**src/rtl/rgb_extrema_pipe_pkg.sv**
```systemverilog
// Shared definitions for the RGB extrema pipeline: channel-select encoding and default width.
package rgb_extrema_pipe_pkg;

    localparam int unsigned DEFAULT_W = 8;

    typedef enum logic [1:0] {
        SEL_R = 2'd0,
        SEL_G = 2'd1,
        SEL_B = 2'd2
    } sel_e;

endpackage

```
**src/rtl/rgb_extrema_pipe_if.sv**
```systemverilog
// Pixel-in / result-out stream bundle for rgb_extrema_pipe.
interface rgb_extrema_pipe_if
    import rgb_extrema_pipe_pkg::*;
#(
    parameter int unsigned W = DEFAULT_W
);

    logic         in_valid;
    logic         in_ready;
    logic [W-1:0] in_r;
    logic [W-1:0] in_g;
    logic [W-1:0] in_b;
    logic         in_sof;
    logic         in_eof;

    logic         out_valid;
    logic         out_ready;
    logic [W-1:0] out_max;
    logic [W-1:0] out_min;
    logic [W-1:0] out_delta;
    logic [W:0]   out_rg;
    logic [W:0]   out_gb;
    logic [W:0]   out_br;
    logic [1:0]   out_sel;
    logic         out_sof;
    logic         out_eof;

    modport master (
        output in_valid, in_r, in_g, in_b, in_sof, in_eof, out_ready,
        input  in_ready, out_valid, out_max, out_min, out_delta,
               out_rg, out_gb, out_br, out_sel, out_sof, out_eof
    );

    modport slave (
        input  in_valid, in_r, in_g, in_b, in_sof, in_eof, out_ready,
        output in_ready, out_valid, out_max, out_min, out_delta,
               out_rg, out_gb, out_br, out_sel, out_sof, out_eof
    );

endinterface

```
**src/rtl/rgb_pipe_stage.sv**
```systemverilog
// Generic valid/ready register slice: loads when empty or when its content moves on.
module rgb_pipe_stage #(
    parameter int unsigned DW = 8
) (
    input  logic          clk,
    input  logic          rst,
    input  logic          in_valid,
    output logic          in_ready,
    input  logic [DW-1:0] in_data,
    output logic          out_valid,
    input  logic          out_ready,
    output logic [DW-1:0] out_data
);

    assign in_ready = !out_valid || out_ready;

    always_ff @(posedge clk or posedge rst) begin
        if (rst) begin
            out_valid <= 1'b0;
            out_data  <= '0;
        end else if (in_ready) begin
            out_valid <= in_valid;
            if (in_valid) begin
                out_data <= in_data;
            end
        end
    end

endmodule

```
**src/rtl/rgb_extrema_pipe.sv**
```systemverilog
// Two-stage RGB max/min/difference pipeline with optional per-frame extrema statistics.
module rgb_extrema_pipe
    import rgb_extrema_pipe_pkg::*;
#(
    parameter int unsigned W        = DEFAULT_W,
    parameter bit          STATS_EN = 1'b1
) (
    input  logic                clk,
    input  logic                rst,
    rgb_extrema_pipe_if.slave   bus,
    output logic [W-1:0]        frame_max,
    output logic [W-1:0]        frame_min,
    output logic                frame_done
);

    typedef struct packed {
        logic [W:0]   rg;
        logic [W:0]   gb;
        logic [W:0]   br;
        logic [W-1:0] max_pick;
        logic         max_is_g;
        logic [W-1:0] min_pick;
        logic [W-1:0] b;
        logic         sof;
        logic         eof;
    } s1_t;

    typedef struct packed {
        logic [W-1:0] mx;
        logic [W-1:0] mn;
        logic [W-1:0] delta;
        logic [W:0]   rg;
        logic [W:0]   gb;
        logic [W:0]   br;
        sel_e         sel;
        logic         sof;
        logic         eof;
    } s2_t;

    s1_t  s1_d, s1_q;
    s2_t  s2_d, s2_q;
    logic s1_valid;
    logic s2_in_ready;

    // Stage 1: zero-extended differences plus the R-vs-G candidates; B is resolved in stage 2.
    always_comb begin
        s1_d          = '0;
        s1_d.rg       = {1'b0, bus.in_r} - {1'b0, bus.in_g};
        s1_d.gb       = {1'b0, bus.in_g} - {1'b0, bus.in_b};
        s1_d.br       = {1'b0, bus.in_b} - {1'b0, bus.in_r};
        s1_d.max_is_g = !(bus.in_r >= bus.in_g);
        s1_d.max_pick = s1_d.max_is_g ? bus.in_g : bus.in_r;
        s1_d.min_pick = (bus.in_r < bus.in_g) ? bus.in_r : bus.in_g;
        s1_d.b        = bus.in_b;
        s1_d.sof      = bus.in_sof;
        s1_d.eof      = bus.in_eof;
    end

    rgb_pipe_stage #(.DW($bits(s1_t))) u_s1 (
        .clk       (clk),
        .rst       (rst),
        .in_valid  (bus.in_valid),
        .in_ready  (bus.in_ready),
        .in_data   (s1_d),
        .out_valid (s1_valid),
        .out_ready (s2_in_ready),
        .out_data  (s1_q)
    );

    always_comb begin
        s2_d    = '0;
        s2_d.rg = s1_q.rg;
        s2_d.gb = s1_q.gb;
        s2_d.br = s1_q.br;
        if (s1_q.max_pick >= s1_q.b) begin
            s2_d.mx  = s1_q.max_pick;
            s2_d.sel = s1_q.max_is_g ? SEL_G : SEL_R;
        end else begin
            s2_d.mx  = s1_q.b;
            s2_d.sel = SEL_B;
        end
        s2_d.mn    = (s1_q.min_pick < s1_q.b) ? s1_q.min_pick : s1_q.b;
        s2_d.delta = s2_d.mx - s2_d.mn;
        s2_d.sof   = s1_q.sof;
        s2_d.eof   = s1_q.eof;
    end

    rgb_pipe_stage #(.DW($bits(s2_t))) u_s2 (
        .clk       (clk),
        .rst       (rst),
        .in_valid  (s1_valid),
        .in_ready  (s2_in_ready),
        .in_data   (s2_d),
        .out_valid (bus.out_valid),
        .out_ready (bus.out_ready),
        .out_data  (s2_q)
    );

    assign bus.out_max   = s2_q.mx;
    assign bus.out_min   = s2_q.mn;
    assign bus.out_delta = s2_q.delta;
    assign bus.out_rg    = s2_q.rg;
    assign bus.out_gb    = s2_q.gb;
    assign bus.out_br    = s2_q.br;
    assign bus.out_sel   = s2_q.sel;
    assign bus.out_sof   = s2_q.sof;
    assign bus.out_eof   = s2_q.eof;

    generate
        if (STATS_EN) begin : g_stats
            logic [W-1:0] acc_max, acc_min;
            logic [W-1:0] nxt_max, nxt_min;
            logic         xfer;

            assign xfer = bus.out_valid && bus.out_ready;

            // sof restarts the running extrema from the current pixel.
            always_comb begin
                nxt_max = acc_max;
                nxt_min = acc_min;
                if (bus.out_sof) begin
                    nxt_max = bus.out_max;
                    nxt_min = bus.out_min;
                end else begin
                    if (bus.out_max > acc_max) nxt_max = bus.out_max;
                    if (bus.out_min < acc_min) nxt_min = bus.out_min;
                end
            end

            always_ff @(posedge clk or posedge rst) begin
                if (rst) begin
                    acc_max    <= '0;
                    acc_min    <= '0;
                    frame_max  <= '0;
                    frame_min  <= '0;
                    frame_done <= 1'b0;
                end else begin
                    frame_done <= xfer && bus.out_eof;
                    if (xfer) begin
                        acc_max <= nxt_max;
                        acc_min <= nxt_min;
                        if (bus.out_eof) begin
                            frame_max <= nxt_max;
                            frame_min <= nxt_min;
                        end
                    end
                end
            end
        end else begin : g_no_stats
            assign frame_max  = '0;
            assign frame_min  = '0;
            assign frame_done = 1'b0;
        end
    endgenerate

endmodule

```
**src/flat_wrapper.sv**
```systemverilog
// flat-port wrapper written by rule: the top's interface ports become plain ports
module rgb_extrema_pipe_flat import rgb_extrema_pipe_pkg::*;
#(
    parameter int unsigned W        = DEFAULT_W,
    parameter bit          STATS_EN = 1'b1
)
  (clk, rst, frame_max, frame_min, frame_done, bus_in_valid, bus_in_r, bus_in_g, bus_in_b, bus_in_sof, bus_in_eof, bus_out_ready, bus_in_ready, bus_out_valid, bus_out_max, bus_out_min, bus_out_delta, bus_out_rg, bus_out_gb, bus_out_br, bus_out_sel, bus_out_sof, bus_out_eof);
  rgb_extrema_pipe_if #(.W(W)) bus_i ();
  input  logic clk;
  input  logic rst;
  output logic [W-1:0] frame_max;
  output logic [W-1:0] frame_min;
  output logic frame_done;
  input wire logic [$bits(bus_i.in_valid)-1:0] bus_in_valid;
  input wire logic [$bits(bus_i.in_r)-1:0] bus_in_r;
  input wire logic [$bits(bus_i.in_g)-1:0] bus_in_g;
  input wire logic [$bits(bus_i.in_b)-1:0] bus_in_b;
  input wire logic [$bits(bus_i.in_sof)-1:0] bus_in_sof;
  input wire logic [$bits(bus_i.in_eof)-1:0] bus_in_eof;
  input wire logic [$bits(bus_i.out_ready)-1:0] bus_out_ready;
  output wire logic [$bits(bus_i.in_ready)-1:0] bus_in_ready;
  output wire logic [$bits(bus_i.out_valid)-1:0] bus_out_valid;
  output wire logic [$bits(bus_i.out_max)-1:0] bus_out_max;
  output wire logic [$bits(bus_i.out_min)-1:0] bus_out_min;
  output wire logic [$bits(bus_i.out_delta)-1:0] bus_out_delta;
  output wire logic [$bits(bus_i.out_rg)-1:0] bus_out_rg;
  output wire logic [$bits(bus_i.out_gb)-1:0] bus_out_gb;
  output wire logic [$bits(bus_i.out_br)-1:0] bus_out_br;
  output wire logic [$bits(bus_i.out_sel)-1:0] bus_out_sel;
  output wire logic [$bits(bus_i.out_sof)-1:0] bus_out_sof;
  output wire logic [$bits(bus_i.out_eof)-1:0] bus_out_eof;
  assign bus_i.in_valid = bus_in_valid;
  assign bus_i.in_r = bus_in_r;
  assign bus_i.in_g = bus_in_g;
  assign bus_i.in_b = bus_in_b;
  assign bus_i.in_sof = bus_in_sof;
  assign bus_i.in_eof = bus_in_eof;
  assign bus_i.out_ready = bus_out_ready;
  assign bus_in_ready = bus_i.in_ready;
  assign bus_out_valid = bus_i.out_valid;
  assign bus_out_max = bus_i.out_max;
  assign bus_out_min = bus_i.out_min;
  assign bus_out_delta = bus_i.out_delta;
  assign bus_out_rg = bus_i.out_rg;
  assign bus_out_gb = bus_i.out_gb;
  assign bus_out_br = bus_i.out_br;
  assign bus_out_sel = bus_i.out_sel;
  assign bus_out_sof = bus_i.out_sof;
  assign bus_out_eof = bus_i.out_eof;
  rgb_extrema_pipe #(.W(W), .STATS_EN(STATS_EN)) u_core (.clk(clk), .rst(rst), .bus(bus_i), .frame_max(frame_max), .frame_min(frame_min), .frame_done(frame_done));
endmodule
```
**config.mk**
```make
export PLATFORM = sky130hd
export DESIGN_NAME = rgb_extrema_pipe_flat
export DESIGN_NICKNAME = d
export VERILOG_FILES = /design/src/rtl/rgb_extrema_pipe_pkg.sv /design/src/rtl/rgb_extrema_pipe_if.sv /design/src/rtl/rgb_pipe_stage.sv /design/src/rtl/rgb_extrema_pipe.sv /design/src/flat_wrapper.sv
export SDC_FILE = /design/constraint.sdc
export NUM_CORES = 1
export LEC_CHECK = 0
export ABC_CLOCK_PERIOD_IN_PS = 5300
export CELL_PAD_IN_SITES_DETAIL_PLACEMENT = 1
export CELL_PAD_IN_SITES_GLOBAL_PLACEMENT = 2
export CORE_AREA = 2 2 171 173
export DETAILED_ROUTE_END_ITERATION = 6
export DIE_AREA = 0 0 173 175
export PLACE_DENSITY_LB_ADDON = 0.1
export SYNTH_ARGS = -nofsm -noshare
export SYNTH_HDL_FRONTEND = slang
export SYNTH_SLANG_ARGS = --single-unit
```
**constraint.sdc**
```tcl
create_clock -name clk -period 5.3 [get_ports clk]
set_input_delay 0.795 -clock clk [delete_from_list [all_inputs] [get_ports clk]]
set_output_delay 0.795 -clock clk [all_outputs]
set_load 0.01 [all_outputs]
```
==> metrics.yaml <==
status: "finished, final reports clean"
hold_viol: 0
synth_top_cell_area_share_pct: 46.01
skew_ns: 0.01216
final_nets: 1011
irDropWorstVdd_mv: 0.2035
rsz0062_at_grt: "false"
critical-path-max-stage-delay_ns: 0.66
leakagePower_nw: 4.715
crit_path_start: "u_core.u_s1.out_data[9]"
ys_types: 53
startpoint_type: "flip-flop"
critPathTopFamily: "compound AO/OA/AOI/OAI gates"
endpoint_kind: "flip-flop"
power.density_nw_per_um2: 484.2
numCtsBuffers: 17
p_int_w: 0.003052
period_share_pct: 80.81
syn_area_per_cell_sq_um: 9.564
die_area_sq_um: 30280
yosysSeqAreaShare_pct: 46.01
layout-drive-gt1-share_pct: 7.643
layout_setup_ws_ns: 1.017
vias_per_cell: 4.634
cp.arrival_ns: 4.64
grtUsageTotal_pct: 16.00
synthTopCellsByCount: "nand2_1 (196), dfrtp_1 (144), o21ai_0 (97)"
worstRegToRegCells: 16
crit_chain: "inv_1 > ha_1 > and3_1 > a221o_1 > a41oi_1 > buf_4 > mux2i_1 > inv_1 > ha_1 > nor2b_1 > o2111ai_1 > nand4_1 > nand2_1 > or3_1 > o221a_1 > nand2_1"
postSynthCellCount: 819
dp_hpwl_um: 17700
wl_per_cell_um: 17.58
finalMaxSlewViolations: 0
layout.cells.non_filler: 1313
post_dp_cell_area_sq_um: 9265
critPathSlowestCell: "a41oi_1"
synthTopCellsByArea: "dfrtp_1 (46%), ha_1 (9.7%), nand2_1 (9.4%), o21ai_0 (6.2%), mux2i_1 (4.5%)"
num_rows: 62
cts.root.buffer_cell: "clkbuf_16"
min_delay_worst_endpoint: "u_core.u_s2.out_data[7]"
clkPwrFrac_pct: 25.0
area_growth_pct: 25.65
synthArstFlopShare_pct: 100.0
cp.required_ns: 5.66
whs_path_depth: 2
synth.net_count: 914
hold_class: "flip-flop to flip-flop"
first_iter_violations: 215
vias: 6084
setup.worst_path.class: "flip-flop to flip-flop"
pin_count: 104
design_area_sq_um: 9842
drt_first_pass_iters: 4
initial_core_util_pct: 27.59
antenna_cells: 0
netlist_area_sq_um: 7833
wirelength_um: 23090
slew_headroom_pct: 32.16
clk_path_buf_depth: 2
cts_tree: "done"
reg2reg_to: "u_core.u_s2.out_data[38]"
fmax_mhz: 233.5
fin_util_pct: 34.66
synth-edff-count: 0
cts.repair.resized: 0
setup_viol: 0
io_buffers: 103
chipHeight_um: 175
synth_flop_cell: "dfrtp_1"
swShare_pct: 35.97
fin_crit_ns: 4.283
clock_latency_ns: 0.42
postCtsHoldBufs: 0
gp_congestion: 0.8344
path_clk_slew_ns: 0.06
cp_num_buf_inv: 3
seq_power_share_pct: 35.1
dp_cells: 1281
drc: 0
grt_max_degree: 95
fin_tns_setup_ns: 0
yosys_warnings: 0
yosysMostFrequentCell: "nand2_1"
rr_startpoint: "u_core.u_s1.out_data[9]"
antenna_found_initial: 0
worst_slew_pin_slew_ns: 1.015
synth-seq-cells: 144
ctsHtreeMaxLevel: 4
cap_viol_max_count: 0
synth_top_area_cell: "dfrtp_1"
combPwrFrac_pct: 39.9
cts.sinks: 144
ant_nets: 0
worstHoldStart: "u_core.u_s1.out_data[30]"
crit_fanout: 8
grt_pass1_wl_um: 37730
fp.coreArea_sq_um: 28390
r2r_setup_slack_ns: 1.02
grt-ovfl-total: 0
p_switching_w: 0.001714
n_fill_cell: 3236
grt_pass1_vias: 6672
pre_cts_ws_ns: 1.036
die_x_um: 173
post-cts-setup-buffer-count: 0
[cell usage in the layout (no fill, tap or decap), drive strengths merged, types with 4 or more instances in the layout]
master	Yosys	layout
ha	61	61
fa	4	4
dfrtp	144	144
nand3	4	4
mux2i	35	35
a21o	17	17
xor2	10	10
nor3	8	8
o21ai	98	98
a211oi	5	5
nor2	18	18
nor2b	14	14
nand4	6	6
mux2	25	25
clkbuf	23	22
xnor2	10	10
nor4b	5	5
a211o	4	4
nand2	196	196
a21oi	21	21
clkinvlp	0	4
inv	53	56
clkdlybuf4s50	0	103
buf	11	9
nand2b	17	17
[worst max-delay path by stage]
stage                                to  slack, ns  cells after the start
3_3_place_gp   u_core.u_s2.out_data[38]       1.27                     16
4_1_cts        u_core.u_s2.out_data[38]       1.02                     16
5_1_grt        u_core.u_s2.out_data[38]       0.76                     16
3_5_place_dp   u_core.u_s2.out_data[38]       1.04                     16
2_1_floorplan         u_core.frame_done       0.64                      1
6_report       u_core.u_s2.out_data[38]       1.02                     16
[per-layer routing]
metal	wire, um	GRT usage (%)	vias up
met3	730	3.133	15
met2	10990	26.92	102
li1	-	-	2966
met5	0	0	-
met1	11170	21.36	3001
met4	201	3.460	0
[worst min-delay path, cell delays in order (launching register included)]
cell and delay, ns:
dfrtp_1 0.34, nand2_1 0.05, nand2_1 0.05
[flip-flops by register name, summed over array words and instances, names as in the netlist]
register and count:
u_core.g_stats.acc_max 8, u_core.u_s2.out_data 55, u_core.frame_min 8, u_core.frame_done 1, u_core.u_s1.out_data 54, u_core.frame_max 8
u_core.u_s2.out_valid 1, u_core.g_stats.acc_min 8, u_core.u_s1.out_valid 1
[final cells by class]
cell class / count / area, sq um / area share, %
multi-input combinational: 588 / 3879 / 39.41
sequential: 144 / 3603 / 36.61
timing repair buffer: 112 / 1099 / 11.16
tap: 384 / 480.5 / 4.882
clock buffer: 22 / 474.2 / 4.818
inverter: 53 / 203.9 / 2.072
clock inverter: 10 / 102.6 / 1.042
[cells by family (layout without fill, tap and decap cells)]
family | Yosys count | after routing | share of synthesized area [%]
simple gates | 278 | 278 | 15.53
xor+xnor | 20 | 20 | 2.236
buf+inv | 87 | 197 | 4.537
fa+ha+maj | 65 | 65 | 10.77
mux | 60 | 60 | 8.451
flops | 144 | 144 | 46.01
compound gates | 165 | 165 | 12.48
[power groups by stage]
stage	Clock [W]	Combinational, W	Sequential [W]
after floorplan	0	0.00111	0.00171
after global placement	0	0.00190	0.00168
after detailed placement	0	0.00193	0.00170
after CTS	0.00123	0.00194	0.00168
after global routing	0.00127	0.00213	0.00173
final	0.00119	0.00190	0.00167
[per-stage QoR]
step                      power (W)  hold WS, ns
after floorplan            0.002812       0.4331
after global placement     0.003582       0.4523
after detailed placement   0.003636       0.4584
after CTS                  0.004857       0.4741
after global routing       0.005135       0.5039
final                      0.004766       0.4677
Note: power is estimated with default switching activity, not from simulation.
